File: src/rtl/updown_seq_if.sv
// Control and status bundle for updown_seq_counter.
//   master: drives en/load/load_val/load_dir and observes the counter state.
//   slave : the counter; consumes the controls and drives cnt/dir/idx/turn/laps.
interface updown_seq_if #(
    parameter int unsigned W     = 6,
    parameter int unsigned LAP_W = 4
);
    logic             en;
    logic             load;
    logic [W-1:0]     load_val;
    logic             load_dir;
    logic [W-1:0]     cnt;
    logic             dir;
    logic [W:0]       idx;
    logic             turn;
    logic [LAP_W-1:0] laps;

    modport master (
        output en, load, load_val, load_dir,
        input  cnt, dir, idx, turn, laps
    );

    modport slave (
        input  en, load, load_val, load_dir,
        output cnt, dir, idx, turn, laps
    );
endinterface

File: src/rtl/updown_seq_counter.sv
// Up/down sequence counter: alternates an upward "swing" sequence (subtract the
// step index when the result stays positive, otherwise add it) up to TOP with a
// downward binary-halving sequence (subtract 2^(n-1)) down to 0.
// Ports:
//   clk  - clock, all state updates on posedge
//   rst  - synchronous reset, active-high
//   bus  - updown_seq_if.slave: en, load, load_val, load_dir in;
//          cnt, dir, idx, turn, laps out (all registered)
module updown_seq_counter #(
    parameter int unsigned W     = 6,
    parameter int unsigned LAP_W = 4
) (
    input  logic          clk,
    input  logic          rst,
    updown_seq_if.slave   bus
);
    // Arithmetic width: two guard bits so cnt+idx and 2^W never truncate.
    localparam int unsigned AW  = W + 2;
    localparam int unsigned IW  = W + 1;
    localparam int unsigned TOP = (1 << W) - 1;

    typedef enum logic {
        DIR_UP   = 1'b0,
        DIR_DOWN = 1'b1
    } dir_e;

    logic [W-1:0]     cnt_q,  cnt_d;
    dir_e             dir_q,  dir_d;
    logic [IW-1:0]    idx_q,  idx_d;
    logic             turn_q, turn_d;
    logic [LAP_W-1:0] laps_q, laps_d;

    logic [AW-1:0]    cnt_ext;
    logic [AW-1:0]    idx_ext;
    logic [AW-1:0]    up_r;
    logic [AW-1:0]    down_d;

    // State register.
    always_ff @(posedge clk) begin
        if (rst) begin
            cnt_q  <= '0;
            dir_q  <= DIR_UP;
            idx_q  <= IW'(1);
            turn_q <= 1'b0;
            laps_q <= '0;
        end else begin
            cnt_q  <= cnt_d;
            dir_q  <= dir_d;
            idx_q  <= idx_d;
            turn_q <= turn_d;
            laps_q <= laps_d;
        end
    end

    // Widened operands and candidate results for both directions.
    always_comb begin
        cnt_ext = AW'(cnt_q);
        idx_ext = AW'(idx_q);
        up_r    = (cnt_ext > idx_ext) ? (cnt_ext - idx_ext) : (cnt_ext + idx_ext);
        // idx is >= 1 in normal operation; d = 2^(idx-1) is at most 2^W.
        down_d  = AW'(1) << (idx_q - IW'(1));
    end

    // Next-state: load > step > hold.
    always_comb begin
        cnt_d  = cnt_q;
        dir_d  = dir_q;
        idx_d  = idx_q;
        turn_d = 1'b0;
        laps_d = laps_q;

        if (bus.load) begin
            cnt_d = bus.load_val;
            dir_d = dir_e'(bus.load_dir);
            idx_d = IW'(1);
        end else if (bus.en) begin
            if (dir_q == DIR_UP) begin
                if (up_r >= AW'(TOP)) begin
                    // Saturate at TOP and flip downward.
                    cnt_d  = W'(TOP);
                    dir_d  = DIR_DOWN;
                    idx_d  = IW'(1);
                    turn_d = 1'b1;
                end else begin
                    cnt_d = W'(up_r);
                    idx_d = idx_q + IW'(1);
                end
            end else begin
                if (down_d >= cnt_ext) begin
                    // Exact hit or underflow: clamp to 0 and complete a lap.
                    cnt_d  = '0;
                    dir_d  = DIR_UP;
                    idx_d  = IW'(1);
                    turn_d = 1'b1;
                    laps_d = laps_q + LAP_W'(1);
                end else begin
                    cnt_d = W'(cnt_ext - down_d);
                    idx_d = idx_q + IW'(1);
                end
            end
        end
    end

    assign bus.cnt  = cnt_q;
    assign bus.dir  = dir_q;
    assign bus.idx  = idx_q;
    assign bus.turn = turn_q;
    assign bus.laps = laps_q;

endmodule

File: src/flat_wrapper.sv
// flat-port wrapper written by rule: the top's interface ports become plain ports
module updown_seq_counter_flat 
#(
    parameter int unsigned W     = 6,
    parameter int unsigned LAP_W = 4
)
  (clk, rst, bus_en, bus_load, bus_load_val, bus_load_dir, bus_cnt, bus_dir, bus_idx, bus_turn, bus_laps);
  updown_seq_if #(.W(W), .LAP_W(LAP_W)) bus_i ();
  input  logic clk;
  input  logic rst;
  input wire logic [$bits(bus_i.en)-1:0] bus_en;
  input wire logic [$bits(bus_i.load)-1:0] bus_load;
  input wire logic [$bits(bus_i.load_val)-1:0] bus_load_val;
  input wire logic [$bits(bus_i.load_dir)-1:0] bus_load_dir;
  output wire logic [$bits(bus_i.cnt)-1:0] bus_cnt;
  output wire logic [$bits(bus_i.dir)-1:0] bus_dir;
  output wire logic [$bits(bus_i.idx)-1:0] bus_idx;
  output wire logic [$bits(bus_i.turn)-1:0] bus_turn;
  output wire logic [$bits(bus_i.laps)-1:0] bus_laps;
  assign bus_i.en = bus_en;
  assign bus_i.load = bus_load;
  assign bus_i.load_val = bus_load_val;
  assign bus_i.load_dir = bus_load_dir;
  assign bus_cnt = bus_i.cnt;
  assign bus_dir = bus_i.dir;
  assign bus_idx = bus_i.idx;
  assign bus_turn = bus_i.turn;
  assign bus_laps = bus_i.laps;
  updown_seq_counter #(.W(W), .LAP_W(LAP_W)) u_core (.clk(clk), .rst(rst), .bus(bus_i));
endmodule
File: config.mk
export PLATFORM = sky130hd
export DESIGN_NAME = updown_seq_counter_flat
export DESIGN_NICKNAME = d
export VERILOG_FILES = /design/src/rtl/updown_seq_if.sv /design/src/rtl/updown_seq_counter.sv /design/src/flat_wrapper.sv
export SDC_FILE = /design/constraint.sdc
export NUM_CORES = 1
export LEC_CHECK = 0
export BUFFER_PORTS_ARGS = -buffer_cell sky130_fd_sc_hd__buf_2
export CAP_MARGIN = 20
export CORE_MARGIN = 2
export CORE_UTILIZATION = 35
export CTS_BUF_LIST = sky130_fd_sc_hd__clkbuf_16
export DETAILED_ROUTE_END_ITERATION = 8
export HOLD_SLACK_MARGIN = 0.12
export PLACE_DENSITY = 0.5
export SLEW_MARGIN = 20
export SYNTH_ARGS = -nofsm -noshare
export SYNTH_HDL_FRONTEND = slang
export SYNTH_SLANG_ARGS = --single-unit
File: constraint.sdc
create_clock -name clk -period 5.4 [get_ports clk]
set_clock_uncertainty 0.05 [all_clocks]
set_input_delay 1.08 -clock clk [delete_from_list [all_inputs] [get_ports clk]]
set_output_delay 1.08 -clock clk [all_outputs]
set_load 0.01 [all_outputs]
Word-level counts from Yosys, hierarchy flattened. Index checks and enable logic that the tools add are counted.

Register bits after elaboration: 19. Input port bits: 11. Output and inout bits: 19. Logic and storage cells: 37.

$add $sub $neg: 6. Magnitude comparators: 3. Shift-type cells: 1. Muxes and demuxes: 16. Bitwise gates (word level): 2. Reductions and logical operators: 4.

Operators by type and width (number): $mux W6 (5); $mux W7 (3); $add A6 B7 Y8 (1); $ge A8 B6 Y1 (1); $ge A8 B6 Y1 const B (1); $mux W8 (1); $shl A1 B7 Y8 const A (1); $sub A6 B7 Y8 (1); $add A7 B1 Y7 const B (1); $gt A6 B7 Y1 (1); $mux W1 (7); $sub A7 B1 Y7 const B (1); $sub A6 B6 Y6 (1); $add A4 B1 Y4 const B (1); $reduce_and A4 Y1 (1); $reduce_or A3 Y1 (1); $not A1 Y1 (2); $reduce_bool A2 Y1 (1); $reduce_or A2 Y1 (1).

Depth between registers and ports, before layout. Gate-level depths: netlist of run 1.

Word-level depth: 7. Gate-level depth with buffers: 18. Mapped depth without buffers: 17.

Worst setup path before layout of run 1. OpenSTA, ideal clock, no wires.

Path type: register to register. From: register u_core.idx_q[0] (netlist: u_core.bus.idx[0]). To: register u_core.cnt_q[1] (netlist: u_core.bus.cnt[1]). Library setup time: 0.103 ns. Arrival time: 3.716 ns. Required time: 5.247 ns. Setup slack: 1.531 ns. Stages on the path, launching flop included: 17. Path buffers: 1. Period minus slack after synthesis: 3.869 ns. Path through: dfxtp_1 buf_2 inv_1 ha_1 or4b_1 a21oi_2 nand4_1 or2_2 inv_1 ha_1 nand2b_1 a21o_1 a211oi_1 o21ai_1 nor3_1 a21oi_1 a2111oi_2.

Word-level cells in the longest chain between the ends: 7. Elaborated cells between the ends (all ways): 14. Those cells by class: 4 x add/sub; 3 x order compare; 1 x shift; 6 x mux.

RTL lines: start: declaration (RTL line updown_seq_counter.sv:29) `logic [IW-1:0] idx_q, idx_d;`; start signal: assignment (RTL line updown_seq_counter.sv:49) `idx_q <= idx_d;`; $add A6 B7 Y8 (tied with other cells) (RTL line updown_seq_counter.sv:59) `up_r = (cnt_ext > idx_ext) ? (cnt_ext - idx_ext) : (cnt_ext + idx_ext);`; $mux W8 or $shl A1 B7 Y8 (tied branches) (RTL line updown_seq_counter.sv:59, updown_seq_counter.sv:61); $ge A8 B6 Y1 (tied with other cells) (RTL line updown_seq_counter.sv:78) `if (up_r >= AW'(TOP)) begin`; $mux W6, on equally long branches (RTL line updown_seq_counter.sv:78, updown_seq_counter.sv:89); $mux W6 * (RTL line updown_seq_counter.sv:77) `if (dir_q == DIR_UP) begin`; $mux W6 * (RTL line updown_seq_counter.sv:76) `end else if (bus.en) begin`; $mux W6 * (RTL line updown_seq_counter.sv:72) `if (bus.load) begin`; end signal: assignment (RTL line updown_seq_counter.sv:47) `cnt_q <= cnt_d;`; end: declaration (RTL line updown_seq_counter.sv:27) `logic [W-1:0] cnt_q, cnt_d;`.

Mark *: on every way between the ends. The rest lies on a longest branch, timed or not. The select of a mux whose other input is x is not followed. A chain may end at the register's enable or synchronous reset.

Worst setup path in the final report of run 1.
From: register u_core.idx_q[1] (netlist: u_core.bus.idx[1]). To: register u_core.cnt_q[1] (netlist: u_core.bus.cnt[1]).

The elaborated chain is that of the path after synthesis.

==> results of run 1 <==
[per-layer routing]
| metal | routed length, microns | vias to the layer above |
|---|---|---|
| met5 | 0 | - |
| met4 | 124 | 0 |
| met3 | 205 | 10 |
| met2 | 2530 | 40 |
| met1 | 2900 | 946 |
| li1 | - | 997 |
[synthesized netlist by cell type, types with 2 or more instances]
master and n:
inv_1 27, ha_1 26, dfxtp_1 19, a21oi_1 15
nor2_1 15, nor3_1 14, nand2_1 13, a211oi_1 9
xnor2_1 8, mux2i_1 7, o21ai_0 7, clkbuf_1 6
xor2_1 6, nor2b_1 5, a221oi_1 4, nand4_1 4
o211ai_1 4, o31ai_1 4, or2_2 4, a21oi_2 3
buf_2 3, fa_1 3, o21ai_1 3, o21bai_1 3
a2111oi_2 2, a21o_1 2, nand2b_1 2, nand3b_1 2
nor4_1 2, o21a_1 2, o22ai_1 2, or3_1 2
[per-stage QoR]
stage	hold slack, ns	setup WS, ns	total power [uW]	std cells	area (sq um)
after floorplan	0.457	1.53	578	259	2150
after global placement	0.432	1.17	696	352	2340
after detailed placement	0.435	1.04	692	352	2340
after CTS	0.448	0.999	856	356	2420
after global routing	0.507	0.555	921	356	2420
final	0.447	1.03	852	356	2420
[path summary, 6_finish.rpt]
path                        endpoint  cells after the start
setup / recovery   u_core.bus.cnt[1]                     15
hold / removal    u_core.bus.laps[3]                      2
setup reg to reg   u_core.bus.cnt[1]                     15
hold reg to reg   u_core.bus.laps[3]                      2
[power by group through the flow]
stage               clock (uW)  sequential [uW]  combinational (uW)
detailed placement           0              190                 501
global placement             0              191                 505
finish                     160              187                 505
CTS                        164              187                 504
global route               168              190                 563
floorplan                    0              183                 395
[critical path: cells and delay by family (launching register included)]
kind | cells | cell delay, ns
fa+ha+maj | 2 | 0.50
simple gates | 5 | 1.68
flops | 1 | 0.42
compound gates | 6 | 1.35
buf+inv | 2 | 0.27
[sequential cells by signal (all words and copies together) (netlist names)]
| register | cells |
|---|---|
| u_core.bus.turn | 1 |
| u_core.bus.dir | 1 |
| u_core.bus.idx | 7 |
| u_core.bus.laps | 4 |
| u_core.bus.cnt | 6 |
[kinds of logic after synthesis]
logic type | Yosys count | synth area share, %
mux | 7 | 3.25
fa+ha+maj | 29 | 17.9
xor+xnor | 14 | 5.69
compound gates | 80 | 29.6
buf+inv | 40 | 7.67
flops | 19 | 17.7
simple gates | 70 | 18.2
[layout make-up]
class	count	area, sq um
clock buffer	3	75.1
clock inverter	1	5.00
fill	633	3500
inverter	29	109
multi-input combinational	200	1610
sequential	19	380
tap	75	93.8
timing repair buffer	29	145
==> run_results.csv, run 1 <==
group,metric,value,unit
grt,use_met2,28.1,%
power_and_ir_drop,irDropWorstVdd,124,uV
worst_setup_path,cp_cell_sequence,"inv_1, ha_1, or4b_1, a21oi_2, nand4_1, or2_2, inv_1, ha_1, nand2b_1, a21o_1, a211oi_1, o21ai_1, nor3_1, a21oi_1, a2111oi_2",
layout,insertedDiodeCount,0,
worst_setup_path,path_max_fanout,11,
layout,nNetsFinal,322,
worst_setup_path,r2r_slack,1.03,ns
worst_setup_path,critPathSlowestCell,"nor3_1",
clock_tree,ctsResizeCount,0,
grt,grt_pass1_wl,9390,microns
power_and_ir_drop,leakagePower,0.00105,uW
synth,netlist_instances,259,
synth,synthArstFlopShare,0,%
power_and_ir_drop,p_per_area,352,nW/um^2
power_and_ir_drop,p_seq_share,22.0,%
routing,detail-route-antenna-nets,0,
die,core_area,5920,sq um
placed_design,finalWeightedCongestion,0.818,
worst_setup_path,rr_startpoint,"u_core.bus.idx[1]",
layout,utilization,40.8,%
clock_tree,hold_buffers,0,
sta,fmax,229,MHz
synth,yosys.area.top_type,"dfxtp_1",
sta,worst_pin_slew,0.619,ns
die,die_h,82.4,microns
clock_tree,cts_made_buffers,3,
synth,ys_warn_count,0,
clock_tree,cts_tree,"done",
clock_tree,cts_sinks,19,
power_and_ir_drop,power_switching_share,46.5,%
synth,ys_types,63,
synth,ys_top_cells_by_area,"dfxtp_1, ha_1, inv_1",
clock_tree,clk_latency,0.26,ns
grt,grt_pass1_vias,1874,
clock_tree,htreeDepth,1,
clock_tree,post-cts-setup-buffers,0,
synth,syn-mean-instance-area,8.31,sq um
synth,ys_ff_latch,19,
placed_design,io_buffers,29,
status,status,"finished, final reports clean",
synth,yosys_most_used_dff,"dfxtp_1",
synth,synth_edf_count,0,
synth,syn_nets,299,
die,io_pins,30,
die,fp.dieW,82.4,microns
worst_setup_path,worstSetupPathType,"flop to flop",
power_and_ir_drop,p_int,455,uW
sta,finalMaxSlewViolations,0,
sta,relSlewSlack,58.4,%
grt,grt_use_met1,25.7,%
flow_run,maxCapViolCount,0,
grt,antenna_found_initial,0,
clock_tree,clk_pin_slew,0.06,ns
worst_setup_path,cp-start-kind,"flop",
routing,routed_via_density,5.60,
routing,drtIter0Drc,137,
die,num_rows,28,
power_and_ir_drop,p_comb_share,59.2,%
synth,synth_top_area_share,17.7,%
grt,top_usage_layer,"met2",
clock_tree,cts_buffer_depth,2,
hold_path,worstHoldPathType,"flop to flop",
worst_setup_path,cpPeakStageDelay,0.53,ns
sta,period_minus_slack,4.37,ns
grt,track_usage,18.2,%
synth,syn-cell-area,2150,sq um
grt,grt_max_degree,21,
synth,yosysSeqAreaShare,17.7,%
layout,area_growth,12.2,%
sta,rsz0062_at_grt,"no",
sta,setup_viol_count_final,0,
hold_path,min-delay-start,"u_core.bus.laps[3]",
routing,drc,0,
clock_tree,clock_tree.root_cell,"clkbuf_16",
layout,final_common_cell,"buf_2",
routing,routed_wl,5760,microns
routing,drt_pass1_iterations,6,
power_and_ir_drop,clock_power_share,18.7,%
routing,wire_per_inst,16.2,microns
routing,vias,1993,
placed_design,place_hpwl,4510,microns
worst_setup_path,setup.worst_path.start,"u_core.bus.idx[1]",
die,die_area,6800,sq um
die,start_util,36.4,%
layout,drive_above_1_share,19.9,%
sta,post-route-period-util,80.9,%
sta,setup_tns,0,ns
sta,final-hold-violation-count,0,
power_and_ir_drop,power.switching,396,uW
layout,final_cell_mix,"buf_2, inv_1, ha_1",
worst_setup_path,end_kind,"flop",
grt,use_met3,2.50,%
worst_setup_path,worstPathArrival,4.48,ns
grt,grt-ovfl-total,0,
worst_setup_path,critPathRequiredTime,5.51,ns
No activity file was read; power rests on OpenSTA's default activity.
==> inputs of run 2 (changes only) <==
- PLACE_DENSITY: 0.5 -> 0.52
- clock period: 5.4 -> 3.8 ns (I/O delays scaled with it)
==> run 2 against run 1 <==
Net effect:
- via count increased by 1.7%
- utilization increased by 1.9 points
- global-route usage increased by 0.65 points
- power increased by 48%
- cell count increased by 3.4%
- sequential cell count unchanged
- first-iteration DRC count decreased by 10%
- worst setup slack got worse by 0.82 ns
- non-clock buffer count increased by 12
- hold slack got worse by 0.0045 ns
- critical endpoint is now u_core.bus.cnt[4]
- clock power increased by 41%
- routed wire length increased by 3.0%
==> run_results.csv, run 2 (same netlist as run 1, synthesis figures left out) <==
group,metric,value,unit
sta,period_minus_slack,3.59,ns
layout,seqCellArea,380,sq um
worst_setup_path,critPathRequiredTime,3.91,ns
worst_setup_path,worstPathArrival,3.70,ns
sta,layout_setup_ws,0.215,ns
sta,finalMaxSlewViolations,0,
placed_design,finalWeightedCongestion,0.922,
flow_run,maxCapViolCount,0,
layout,final_common_cell,"buf_2",
routing,drtIter0Drc,123,
clock_tree,htreeDepth,1,
routing,routed_wl,5930,microns
sta,fmax,279,MHz
hold_path,whs_endpoint,"u_core.bus.laps[3]",
die,io_pins,30,
clock_tree,hold_buffers,0,
worst_setup_path,cp-start-kind,"flop",
layout,nNetsFinal,334,
clock_tree,cts_sinks,19,
worst_setup_path,rr_startpoint,"u_core.bus.idx[0]",
sta,worst_pin_slew,0.457,ns
clock_tree,cts_made_buffers,3,
layout,area_growth,17.5,%
placed_design,io_buffers,29,
die,core_area,5920,sq um
worst_setup_path,r2r_slack,0.21,ns
layout,insertedDiodeCount,0,
power_and_ir_drop,irDropWorstVdd,188,uV
sta,relSlewSlack,69.3,%
placed_design,place_hpwl,4580,microns
die,fp.dieW,82.4,microns
worst_setup_path,regToRegEndpoint,"u_core.bus.cnt[4]",
clock_tree,cts_tree,"done",
power_and_ir_drop,leakagePower,0.00111,uW
layout,fillCellCount,592,
die,die_area,6800,sq um
hold_path,whs_path_depth,2,
die,start_util,36.4,%
sta,setup_tns,0,ns
routing,vias,2026,
sta,post-route-period-util,94.3,%
sta,rsz0062_at_grt,"no",
worst_setup_path,path_buf_inv,3,
hold_path,worstHoldPathType,"flop to flop",
routing,wire_per_inst,16.1,microns
routing,detail-route-antenna-nets,0,
worst_setup_path,r2r_cells,16,
grt,antenna_found_initial,0,
worst_setup_path,critPathSlowestCell,"or4b_1",
grt,grt_max_degree,21,
power_and_ir_drop,p_per_area,499,nW/um^2
grt,grt_pass1_vias,1963,
layout,final_cell_mix,"buf_2, inv_1, ha_1",
sta,final-hold-violation-count,0,
die,num_rows,28,
grt,grt_pass1_wl,9710,microns
worst_setup_path,end_kind,"flop",
layout,largest_reg_flops,7,
worst_setup_path,cpPeakStageDelay,0.45,ns
worst_setup_path,worstSetupPathType,"flop to flop",
routing,drt_pass1_iterations,4,
routing,routed_via_density,5.51,
clock_tree,cts_buffer_depth,2,
grt,grt-ovfl-total,0,
status,status,"finished, final reports clean",
hold_path,min-delay-start,"u_core.bus.laps[3]",
clock_tree,clk_latency,0.26,ns
grt,track_usage,18.8,%
worst_setup_path,crit_family,"simple AND/OR/NAND/NOR gates",
die,die_h,82.4,microns
layout,multi_input_area,1630,sq um
worst_setup_path,path_max_fanout,5,
placed_design,place_ws,0.130,ns
clock_tree,clk_pin_slew,0.06,ns
worst_setup_path,cp_cell_sequence,"inv_1, ha_1, or4b_1, a21oi_2, nand4_1, or2_4, inv_1, ha_1, nand2b_1, a21o_1, a211oi_2, o21ai_2, buf_4, nor3_1, o221ai_1, a221oi_1",
layout,drive_above_1_share,24.2,%
routing,drc,0,
sta,setup_viol_count_final,0,
clock_tree,clock_tree.root_cell,"clkbuf_16",
-- run 2: cell count changes in the layout (fill, tap and decap cells not counted), sizes merged --
| cell | delta |
|---|---|
| buf | +12 |
| clkinv | -1 |
| inv | +1 |
-- run 2: area by class of cell --
| type | instances | area share (%) |
|---|---|---|
| clock buffers | 3 | 2.97 |
| repair buffers | 41 | 9.29 |
| flip-flops and latches | 19 | 15.0 |
| inverters | 29 | 4.30 |
| well taps | 75 | 3.71 |
| multi-input cells | 200 | 64.6 |
| clock inverters | 1 | 0.148 |
-- run 2: tightest hold or removal path: cells and delay by family, from the launching register on --
| kind | cells | cell delay [ns] |
|---|---|---|
| AOI/OAI and AO/OA | 2 | 0.13 |
| DFF | 1 | 0.31 |
-- run 2: metrics by stage --
stage	cell area, sq um	instances	hold slack (ns)	utilization (%)	power [uW]
floorplan	2160	259	0.457	-	824
global route	2530	368	0.479	42.8	1360
global placement	2420	363	0.428	40.9	1010
detailed placement	2420	363	0.447	40.9	1000
CTS	2500	367	0.455	42.3	1230
finish	2530	368	0.442	42.8	1260
-- run 2: worst max path at each step --
stage | from | endpoint | slack (ns) | depth (start not counted)
floorplan | u_core.bus.idx[0] | u_core.bus.cnt[2] | 0.04 | 16
global placement | u_core.bus.idx[0] | u_core.bus.cnt[2] | 0.25 | 15
detailed placement | u_core.bus.idx[0] | u_core.bus.cnt[1] | 0.13 | 15
CTS | u_core.bus.idx[0] | u_core.bus.cnt[1] | 0.09 | 15
global route | u_core.bus.idx[0] | u_core.bus.cnt[4] | 0.004 | 16
finish | u_core.bus.idx[0] | u_core.bus.cnt[4] | 0.21 | 16
-- run 2: repair_timing --
action,CTS,global route
setup buffers,0,1
setup endpoints to repair,0,13
gates resized for setup,0,5
-- run 2: layer usage --
layer / track usage (%) / share of wire [%]
met2: 30.0 / 46
met5: 0 / 0
met4: 5.67 / 2.7
met3: 2.17 / 5.0
met1: 26.5 / 47
-- run 2: power breakdown --
| part | switching, uW | internal (uW) | total [uW] |
|---|---|---|---|
| logic | 461 | 321 | 783 |
| clock network | 85.2 | 140 | 226 |
| registers | 35.8 | 218 | 254 |
==> inputs of run 3 (changes only) <==
- CORE_MARGIN: 2 -> unset
- RECOVER_POWER: unset -> 100
==> run 3 against run 2 <==
Net effect:
- power decreased by 1.4%
- via count increased by 0.20%
- register-to-register slack about the same
- critical path depth decreased by 1
==> run_results.csv, run 3 (same netlist as run 1, synthesis figures left out) <==
group,metric,value,unit
sta,post-route-period-util,94.3,%
placed_design,place_ws,0.129,ns
worst_setup_path,regToRegEndpoint,"u_core.bus.idx[2]",
grt,grt_max_degree,21,
worst_setup_path,path_max_fanout,10,
power_and_ir_drop,p_int,668,uW
routing,drtIter0Drc,108,
layout,final_cell_mix,"inv_1, ha_1, dfxtp_1",
worst_setup_path,worstSetupPathType,"flop to flop",
hold_path,worstHoldPathType,"flop to flop",
layout,seqCellArea,380,sq um
die,die_h,80.4,microns
die,core_area,5920,sq um
sta,rsz0062_at_grt,"no",
clock_tree,cts_sinks,19,
flow_run,maxCapViolCount,0,
clock_tree,cts_tree,"done",
status,status,"finished, final reports clean",
clock_tree,clk_pin_slew,0.06,ns
power_and_ir_drop,power_switching_share,46.3,%
die,fp.dieW,80.4,microns
worst_setup_path,end_kind,"flop",
sta,period_minus_slack,3.58,ns
grt,grt_pass1_wl,9360,microns
layout,final_common_cell,"inv_1",
clock_tree,hold_buffers,0,
hold_path,whs_path_depth,2,
power_and_ir_drop,irDropWorstVdd,202,uV
routing,drt_pass1_iterations,4,
placed_design,finalWeightedCongestion,0.911,
hold_path,min-delay-start,"u_core.bus.laps[3]",
routing,drc,0,
sta,relSlewSlack,64.1,%
worst_setup_path,r2r_cells,15,
power_and_ir_drop,clock_power_share,18.3,%
power_and_ir_drop,leakagePower,0.00103,uW
sta,setup_tns,0,ns
layout,drive_above_1_share,18.2,%
grt,track_usage,19.3,%
worst_setup_path,critPathRequiredTime,3.92,ns
grt,antenna_found_initial,0,
layout,multi_input_area,1630,sq um
grt,grt_pass1_vias,1810,
layout,area_growth,15.6,%
sta,fmax,279,MHz
die,num_rows,28,
layout,insertedDiodeCount,0,
power_and_ir_drop,p_comb_share,61.4,%
sta,finalMaxSlewViolations,0,
power_and_ir_drop,p_seq_share,20.3,%
die,die_area,6470,sq um
routing,detail-route-antenna-nets,0,
layout,finalNonFillerCells,367,
power_and_ir_drop,p_per_area,500,nW/um^2
routing,vias,2030,
clock_tree,clock_tree.root_cell,"clkbuf_16",
clock_tree,clk_latency,0.26,ns
layout,fillCellCount,617,
clock_tree,cts_made_buffers,3,
routing,wire_per_inst,15.8,microns
routing,routed_via_density,5.53,
worst_setup_path,rr_startpoint,"u_core.bus.idx[1]",
layout,nNetsFinal,333,
layout,largest_reg_flops,7,
worst_setup_path,cp-start-kind,"flop",
power_and_ir_drop,power,1240,uW
die,io_pins,30,
grt,grt-ovfl-total,0,
sta,setup_viol_count_final,0,
power_and_ir_drop,power.switching,576,uW
sta,final-hold-violation-count,0,
worst_setup_path,worstPathArrival,3.70,ns
sta,worst_pin_slew,0.538,ns
routing,routed_wl,5820,microns
clock_tree,cts_buffer_depth,2,
placed_design,place_hpwl,4520,microns
worst_setup_path,r2r_slack,0.22,ns
hold_path,whs_endpoint,"u_core.bus.laps[3]",
clock_tree,htreeDepth,1,
placed_design,io_buffers,29,
sta,layout_setup_ws,0.218,ns
placed_design,dp_cells,362,
die,start_util,36.4,%
-- run 3: worst max path at each step --
stage	from	endpoint	slack, ns
2_1_floorplan	u_core.bus.idx[0]	u_core.bus.cnt[2]	0.04
3_3_place_gp	u_core.bus.idx[0]	u_core.bus.cnt[1]	0.24
3_5_place_dp	u_core.bus.idx[0]	u_core.bus.cnt[2]	0.13
4_1_cts	u_core.bus.idx[0]	u_core.bus.cnt[2]	0.10
5_1_grt	u_core.bus.idx[1]	u_core.bus.cnt[4]	0.01
6_report	u_core.bus.idx[1]	u_core.bus.idx[2]	0.22
-- run 3: final cells by class --
| type | instances | share of cell area [%] |
|---|---|---|
| Inverter | 29 | 4.37 |
| Clock inverter | 1 | 0.201 |
| Timing Repair Buffer | 40 | 7.74 |
| Clock buffer | 3 | 3.02 |
| Multi-Input combinational cell | 200 | 65.6 |
| Sequential cell | 19 | 15.3 |
| Tap cell | 75 | 3.77 |
-- run 3: layer usage --
layer | GRT usage [%] | wire (microns)
met5 | 0 | 0
met4 | 8.93 | 111
met3 | 2.27 | 194
met2 | 29.0 | 2690
met1 | 27.0 | 2820
-- run 3: power by group through the flow --
| stage | Sequential (uW) | Combinational [uW] | Clock (uW) |
|---|---|---|---|
| after floorplan | 261 | 563 | 0 |
| after detailed placement | 257 | 747 | 0 |
| after global placement | 257 | 748 | 0 |
| after CTS | 252 | 753 | 235 |
| after global routing | 255 | 844 | 240 |
| final | 252 | 764 | 228 |
-- run 3: metrics by stage --
step	area, sq um	hold slack [ns]	utilization (%)
after floorplan	2160	0.457	-
after global placement	2420	0.431	40.8
after detailed placement	2420	0.436	40.8
after CTS	2500	0.446	42.2
after global routing	2490	0.511	42.0
final	2490	0.446	42.0
-- run 3: timing repair --
item | CTS | global route
hold endpoints to repair | 0 | 0
setup buffers | 0 | 1
endpoints found under the setup margin | 0 | 13
gates resized for setup | 0 | 4
-- run 3: critical path, cell delays in order (launching register included) --
cell and delay, ns:
dfxtp_1 0.32, clkbuf_1 0.43, nor3_1 0.17, nor4_1 0.19, a31o_2 0.14, nand4_1 0.12
or2_2 0.35, inv_1 0.06, ha_1 0.22, nand2b_1 0.14, a21o_1 0.18, a211oi_2 0.24
o21ai_2 0.10, buf_4 0.17, o31a_1 0.35, a211oi_1 0.24
